`config.mk`:
```
export PLATFORM = sky130hd
export DESIGN_NAME = fwd_hazard_unit
export DESIGN_NICKNAME = d
export VERILOG_FILES = /design/src/rtl/fwd_hazard_unit.sv
export SDC_FILE = /design/constraint.sdc
export NUM_CORES = 1
export LEC_CHECK = 0
export CAP_MARGIN = 25
export CORE_ASPECT_RATIO = 1.5
export CORE_MARGIN = 2
export CORE_UTILIZATION = 44
export DETAILED_ROUTE_END_ITERATION = 6
export HOLD_SLACK_MARGIN = 0.05
export PLACE_DENSITY = 0.86
export SLEW_MARGIN = 10
export SYNTH_ARGS = -nofsm -noshare
export SYNTH_HDL_FRONTEND = slang
export SYNTH_SLANG_ARGS = --single-unit
```
`constraint.sdc`:
```
create_clock -name iClk -period 7.2 [get_ports iClk]
set_input_delay 2.16 -clock iClk [delete_from_list [all_inputs] [get_ports iClk]]
set_output_delay 2.16 -clock iClk [all_outputs]
set_load 0.005 [all_outputs]
```
`src/rtl/fwd_hazard_unit.sv`:
```
// ----------------------------------------------------------------------------
// fwd_hazard_unit
//
// Operand-forwarding and load-use hazard unit. A shadow record of the last
// DEPTH in-flight register writes is kept (entry 0 = youngest). Every source
// operand in decode is looked up combinationally against that record. The
// youngest matching entry supplies the operand if its result is available.
// If that entry is still waiting for load data, decode is stalled.
//
// Ports
//   iClk          clock, all state updates on the rising edge
//   iReset        synchronous, active-high reset
//   iIssueValid   instruction enters EX this cycle
//   iIssueWrEn    that instruction writes a register
//   iIssueRd      its destination register
//   iIssueIsLoad  its result returns from memory LOAD_LAT cycles later
//   iIssueData    ALU result (ignored for loads)
//   iLoadValid    load data returning this cycle
//   iLoadData     returned load data
//   iSrcAddr      packed decode source addresses, operand k at [k*ADDR_W +: ADDR_W]
//   iRegData      packed register-file read data, same packing
//   oOperand      packed forwarded operands, same packing
//   oFwdHit       bit k = operand k came from an in-flight entry
//   oStall        load-use hazard: decode holds, issue is dropped
//   oLoadErr      sticky flag: load data missing or unexpected
//   oStallCount   saturating count of stall cycles
// ----------------------------------------------------------------------------
module fwd_hazard_unit #(
    parameter int DATA_W   = 32,
    parameter int ADDR_W   = 5,
    parameter int NUM_SRC  = 2,
    parameter int DEPTH    = 2,
    parameter int LOAD_LAT = 1
) (
    input  logic                        iClk,
    input  logic                        iReset,
    input  logic                        iIssueValid,
    input  logic                        iIssueWrEn,
    input  logic [ADDR_W-1:0]           iIssueRd,
    input  logic                        iIssueIsLoad,
    input  logic [DATA_W-1:0]           iIssueData,
    input  logic                        iLoadValid,
    input  logic [DATA_W-1:0]           iLoadData,
    input  logic [NUM_SRC*ADDR_W-1:0]   iSrcAddr,
    input  logic [NUM_SRC*DATA_W-1:0]   iRegData,
    output logic [NUM_SRC*DATA_W-1:0]   oOperand,
    output logic [NUM_SRC-1:0]          oFwdHit,
    output logic                        oStall,
    output logic                        oLoadErr,
    output logic [15:0]                 oStallCount
);

    localparam int DUE_IDX = LOAD_LAT - 1;

    logic              v_reg    [DEPTH];
    logic [ADDR_W-1:0] rd_reg   [DEPTH];
    logic [DATA_W-1:0] data_reg [DEPTH];
    logic              pend_reg [DEPTH];

    logic              v_next    [DEPTH];
    logic [ADDR_W-1:0] rd_next   [DEPTH];
    logic [DATA_W-1:0] data_next [DEPTH];
    logic              pend_next [DEPTH];

    logic               due;
    logic               issue_take;
    logic [NUM_SRC-1:0] pend_hit;

    // The entry that should receive load data on this edge.
    assign due        = v_reg[DUE_IDX] & pend_reg[DUE_IDX];
    // Register 0 is never recorded; a stalled issue becomes a bubble.
    assign issue_take = iIssueValid & iIssueWrEn & ~oStall & (iIssueRd != '0);

    // ------------------------------------------------------------------
    // Next-state of the shadow record: entry 0 takes the new issue, every
    // other entry takes its younger neighbour. Aging never freezes.
    // ------------------------------------------------------------------
    for (genvar gi = 0; gi < DEPTH; gi++) begin : g_entry
        if (gi == 0) begin : g_head
            assign v_next[gi]    = issue_take;
            assign rd_next[gi]   = iIssueRd;
            assign data_next[gi] = iIssueData;
            assign pend_next[gi] = issue_take & iIssueIsLoad;
        end else begin : g_tail
            // The due entry picks up its load data as it moves from
            // LOAD_LAT-1 to LOAD_LAT. With LOAD_LAT == DEPTH the due entry
            // shifts out instead and no entry ever does this.
            localparam bit RET_HERE = (gi == LOAD_LAT);
            logic ret;
            assign ret           = RET_HERE & due & iLoadValid;
            assign v_next[gi]    = v_reg[gi-1];
            assign rd_next[gi]   = rd_reg[gi-1];
            assign data_next[gi] = ret ? iLoadData : data_reg[gi-1];
            assign pend_next[gi] = ret ? 1'b0 : pend_reg[gi-1];
        end
    end

    always_ff @(posedge iClk) begin
        if (iReset) begin
            for (int i = 0; i < DEPTH; i++) begin
                v_reg[i]    <= 1'b0;
                rd_reg[i]   <= '0;
                data_reg[i] <= '0;
                pend_reg[i] <= 1'b0;
            end
            oLoadErr    <= 1'b0;
            oStallCount <= '0;
        end else begin
            for (int i = 0; i < DEPTH; i++) begin
                v_reg[i]    <= v_next[i];
                rd_reg[i]   <= rd_next[i];
                data_reg[i] <= data_next[i];
                pend_reg[i] <= pend_next[i];
            end
            // Due without data, or data with nothing due.
            if (due ^ iLoadValid)
                oLoadErr <= 1'b1;
            if (oStall && (oStallCount != 16'hFFFF))
                oStallCount <= oStallCount + 16'd1;
        end
    end

    // ------------------------------------------------------------------
    // Per-operand lookup. Scanning oldest to youngest lets the youngest
    // match overwrite older ones, so the lowest index wins.
    // ------------------------------------------------------------------
    for (genvar gi = 0; gi < NUM_SRC; gi++) begin : g_src
        logic [ADDR_W-1:0] src;
        logic              found;
        logic              found_pend;
        logic [DATA_W-1:0] found_data;

        assign src = iSrcAddr[gi*ADDR_W +: ADDR_W];

        always_comb begin
            found      = 1'b0;
            found_pend = 1'b0;
            found_data = '0;
            for (int i = DEPTH - 1; i >= 0; i--) begin
                if (v_reg[i] && (rd_reg[i] == src) && (src != '0)) begin
                    found      = 1'b1;
                    found_pend = pend_reg[i];
                    found_data = data_reg[i];
                end
            end
        end

        assign oFwdHit[gi]  = found & ~found_pend;
        assign pend_hit[gi] = found & found_pend;
        assign oOperand[gi*DATA_W +: DATA_W] =
            (found & ~found_pend) ? found_data : iRegData[gi*DATA_W +: DATA_W];
    end

    assign oStall = |pend_hit;

endmodule

```
==> flow_results.org <==
** Global routing
- The total overflow left after global routing is 0.
- Entering global routing, the biggest net connects 99 pins.
- First-pass GRT wire length :: roughly 24000 um
- Initial antenna violation count :: 0
- The via count of the first global-routing pass came to 4972.
- For this run, the total global-route usage over all layers was measured as 25.9%.

** STA
- Final max-slew violation count :: 0
- Upper clock frequency limit :: 142 MHz
- Post-route clock skew :: ~0.005 ns
- Fin. Hold Viols :: 0
- Transition time of the tightest slew-check pin :: 1.02 ns
- Setup repair after global routing left no endpoint under its margin.
- The worst path uses 97.8% of the clock period.
- The clock period could shrink to around 7 ns.
- In the final timing run, aggregate negative setup slack is 0 ns.
- Measured against its own limit, the worst slew margin works out to 32.2%.
- Hold is met by 0.479 ns.
- Setup violators final :: 0

** Clocking
- The H-tree was split into 3 levels.
- In this run, CTS created clock tree buffers numbering 9.
- For this design, the CTS-stage hold fixing added 0 buffers.
- Maximum buffer depth of the clock tree :: 2
- Clock-pin slew reported for the worst setup and hold paths after clock tree synthesis :: 0.06 ns
- Clock tree synthesis selected as its root buffer the cell sky130_fd_sc_hd__clkbuf_16.
- Number of sinks handled by clock tree synthesis :: 95
- In this run, post-CTS repair resized a total of 0 instances.
- For the worst-skew pair, the clock arrives at the later sink with an insertion delay of 0.33 ns.
- TritonCTS built the clock tree.
- Post-CTS Setup Inserts :: 0

** Run status
- Run status :: complete, no violations

** Synthesis
- Fraction of post-synthesis cell area in the top cell type by area :: 39.5%
- After synthesis the cells add up to slightly below 0.005 mm^2.
- Async set-reset flop share out of synthesis :: 0%
- Summing the sequential cell areas from Yosys gives 39.5% of the chip area.
- In this run, distinct cell masters in the synthesized netlist total 43.
- Synthesis produced a netlist whose cell count is 565.
- In this run, synthesis inferred 0 flip-flops with an integrated enable.
- The number of nets handed over by synthesis was 716.
- Count of state elements after synthesis :: 95
- For this run, the number of Yosys warnings is 0.
- Avg Synthesized Cell Area :: 8.52 um^2
- Post-synthesis cell type with the largest combined area :: sky130_fd_sc_hd__dfxtp_1
- The most used flip-flop cell after synthesis is sky130_fd_sc_hd__dfxtp_1.
- By area the synthesized netlist is led by sky130_fd_sc_hd__dfxtp_1 40%, sky130_fd_sc_hd__mux2i_1 14%, sky130_fd_sc_hd__o21ai_0 7.1%.

** Drt
- Dividing the detail-routed wire length by the instance count gives between 15 and 20 um.
- Total iterations of the first detailed-routing run :: 5
- Count of nets left with antenna violations after detail routing :: 0
- The routed layout has 4958 vias.
- Dividing the detail-routed via count by the number of cells gives 5.34.
- Initial drt markers :: 236
- After detailed routing, the total wire length is 15600 um.
- After detailed routing, the number of remaining DRC violations is 0.

** Finish
- Most common library cell in the layout ignoring fill and taps :: sky130_fd_sc_hd__clkdlybuf4s50_1
- Area added between synthesis and finish :: 57.9%
- After the last flow step, the layout net total stands at 930.
- Area of combinational cells with multiple inputs :: 0.00276 mm^2
- Count of inserted antenna diode cells :: 0
- Most used cells in the layout excluding fill and tap cells :: 231 x sky130_fd_sc_hd__clkdlybuf4s50_1, 95 x sky130_fd_sc_hd__dfxtp_1, 71 x sky130_fd_sc_hd__nand2_1
- The finished layout holds 928 standard cells, fillers aside.
- Area of all sequential standard cells :: 0.00190 mm^2
- After routing the design area is between 0.007 and 0.008 mm^2.
- The register with the most flip-flops in the layout has 64 of them.
- The layout has 810 filler cells.
- Cells with a size suffix above 1 make up 5.99% of the layout.

** Setup path
- In this run the worst path has a maximum fanout of 65.
- At the worst endpoint, the required time is 5.04 ns.
- Origin of the critical flop-to-flop path :: rd_reg[0][3]
- The most critical setup path has its startpoint at iSrcAddr[6].
- The worst setup path is launched from an input pin.
- Worst endpoint data arrival time :: 4.88 ns
- The worst setup path is captured at an output port.
- The setup path with the least slack is of type in -> out.
- For flop-to-flop paths, the worst setup slack is 4.37 ns.

** Placement
- Count of placed standard cells including taps :: 911
- Count of buffers from port buffering :: around 230
- The HPWL after detailed placement is 11800 um.
- The placed instances occupy a cell area of 0.00731 mm^2.
- At the end of routability-driven placement, the weighted congestion stood at 0.940.

** Min path
- Source of the worst hold timing path :: oLoadErr
- Worst min-delay path category :: reg -> reg

** Floorplanning
- The floorplan has 46 rows.
- The die covers 0.0118 mm^2.
- Num ports :: 233
- In this run the horizontal extent of the chip is 89.4 um.
- The total area inside the core boundary comes to 0.0106 mm^2.
- Once the floorplan was initialized, standard cells occupied a little under half of the core.
- The die is 132 um tall.

** Power
- Lkg Pwr :: ~2.8 nW
- The worst-case IR drop observed on VDD is 0.153 mV.
- The completed layout was analyzed and its total power is roughly 0.0012 W.
- Power density normalized to cell area :: 156 mW/mm^2

** Flow run
- Maxcap violations :: 0
==> critical path, stage by stage <==
cell	delay, ns
sky130_fd_sc_hd__clkdlybuf4s50_1	0.50
sky130_fd_sc_hd__or4_4	0.58
sky130_fd_sc_hd__nor2_4	0.13
sky130_fd_sc_hd__or4_4	0.16
sky130_fd_sc_hd__nor2_2	0.05
sky130_fd_sc_hd__a22oi_2	0.19
sky130_fd_sc_hd__buf_12	0.27
sky130_fd_sc_hd__nand2_1	0.12
sky130_fd_sc_hd__o21ai_0	0.11
sky130_fd_sc_hd__clkdlybuf4s50_1	0.57
==> path summary, 6_finish.rpt <==
path,end,depth (start not counted)
max,oOperand[41],10
min,oLoadErr,2
max reg2reg,oStallCount[9],8
min reg2reg,oLoadErr,2
==> synthesized netlist by cell type, drive strengths merged (6+ instances only) <==
cell type and n:
a22oi 33, clkbuf 33, dfxtp 95, inv 9, mux2 6, mux2i 65, nand2 71, nand3 7
nand4 10, nor2 50, nor2b 49, o21ai 68, xnor2 15, xor2 6
==> logic make-up after synthesis <==
group	Yosys count	share of synthesized area (%)
compound gates	120	15.9
xor+xnor	21	3.82
fa+ha+maj	2	0.520
buf+inv	47	3.85
flops	95	39.5
mux	71	14.9
simple gates	209	21.5
==> metrics by stage <==
step / setup slack (ns) / utilization, %
2_1_floorplan: 1.21 / -
3_5_place_dp: 0.205 / 68.6
5_1_grt: 0.00968 / 71.4
3_3_place_gp: 0.249 / 68.6
6_report: 0.160 / 71.4
4_1_cts: 0.167 / 71.2
==> routing by layer <==
| layer | GRT usage, % | share of wire, % |
|---|---|---|
| met5 | 0 | 0 |
| met4 | 13.5 | 4.5 |
| met2 | 46.7 | 52 |
| met1 | 27.0 | 37 |
| met3 | 5.45 | 6.9 |
==> area by class of cell <==
class | instances | area share [%]
Clock inverter | 6 | 0.477
Multi-Input combinational cell | 423 | 36.3
Timing Repair Buffer | 241 | 32.2
Tap cell | 144 | 2.37
Inverter | 9 | 0.444
Clock buffer | 10 | 3.14
Sequential cell | 95 | 25.0
==> where the power goes <==
group          switching (W)  leakage, nW  internal, W
registers          0.0000145        0.782     0.000547
logic              0.0000639         1.83     0.000132
clock network       0.000186        0.138     0.000241
Power figures use the tool's default switching activity.
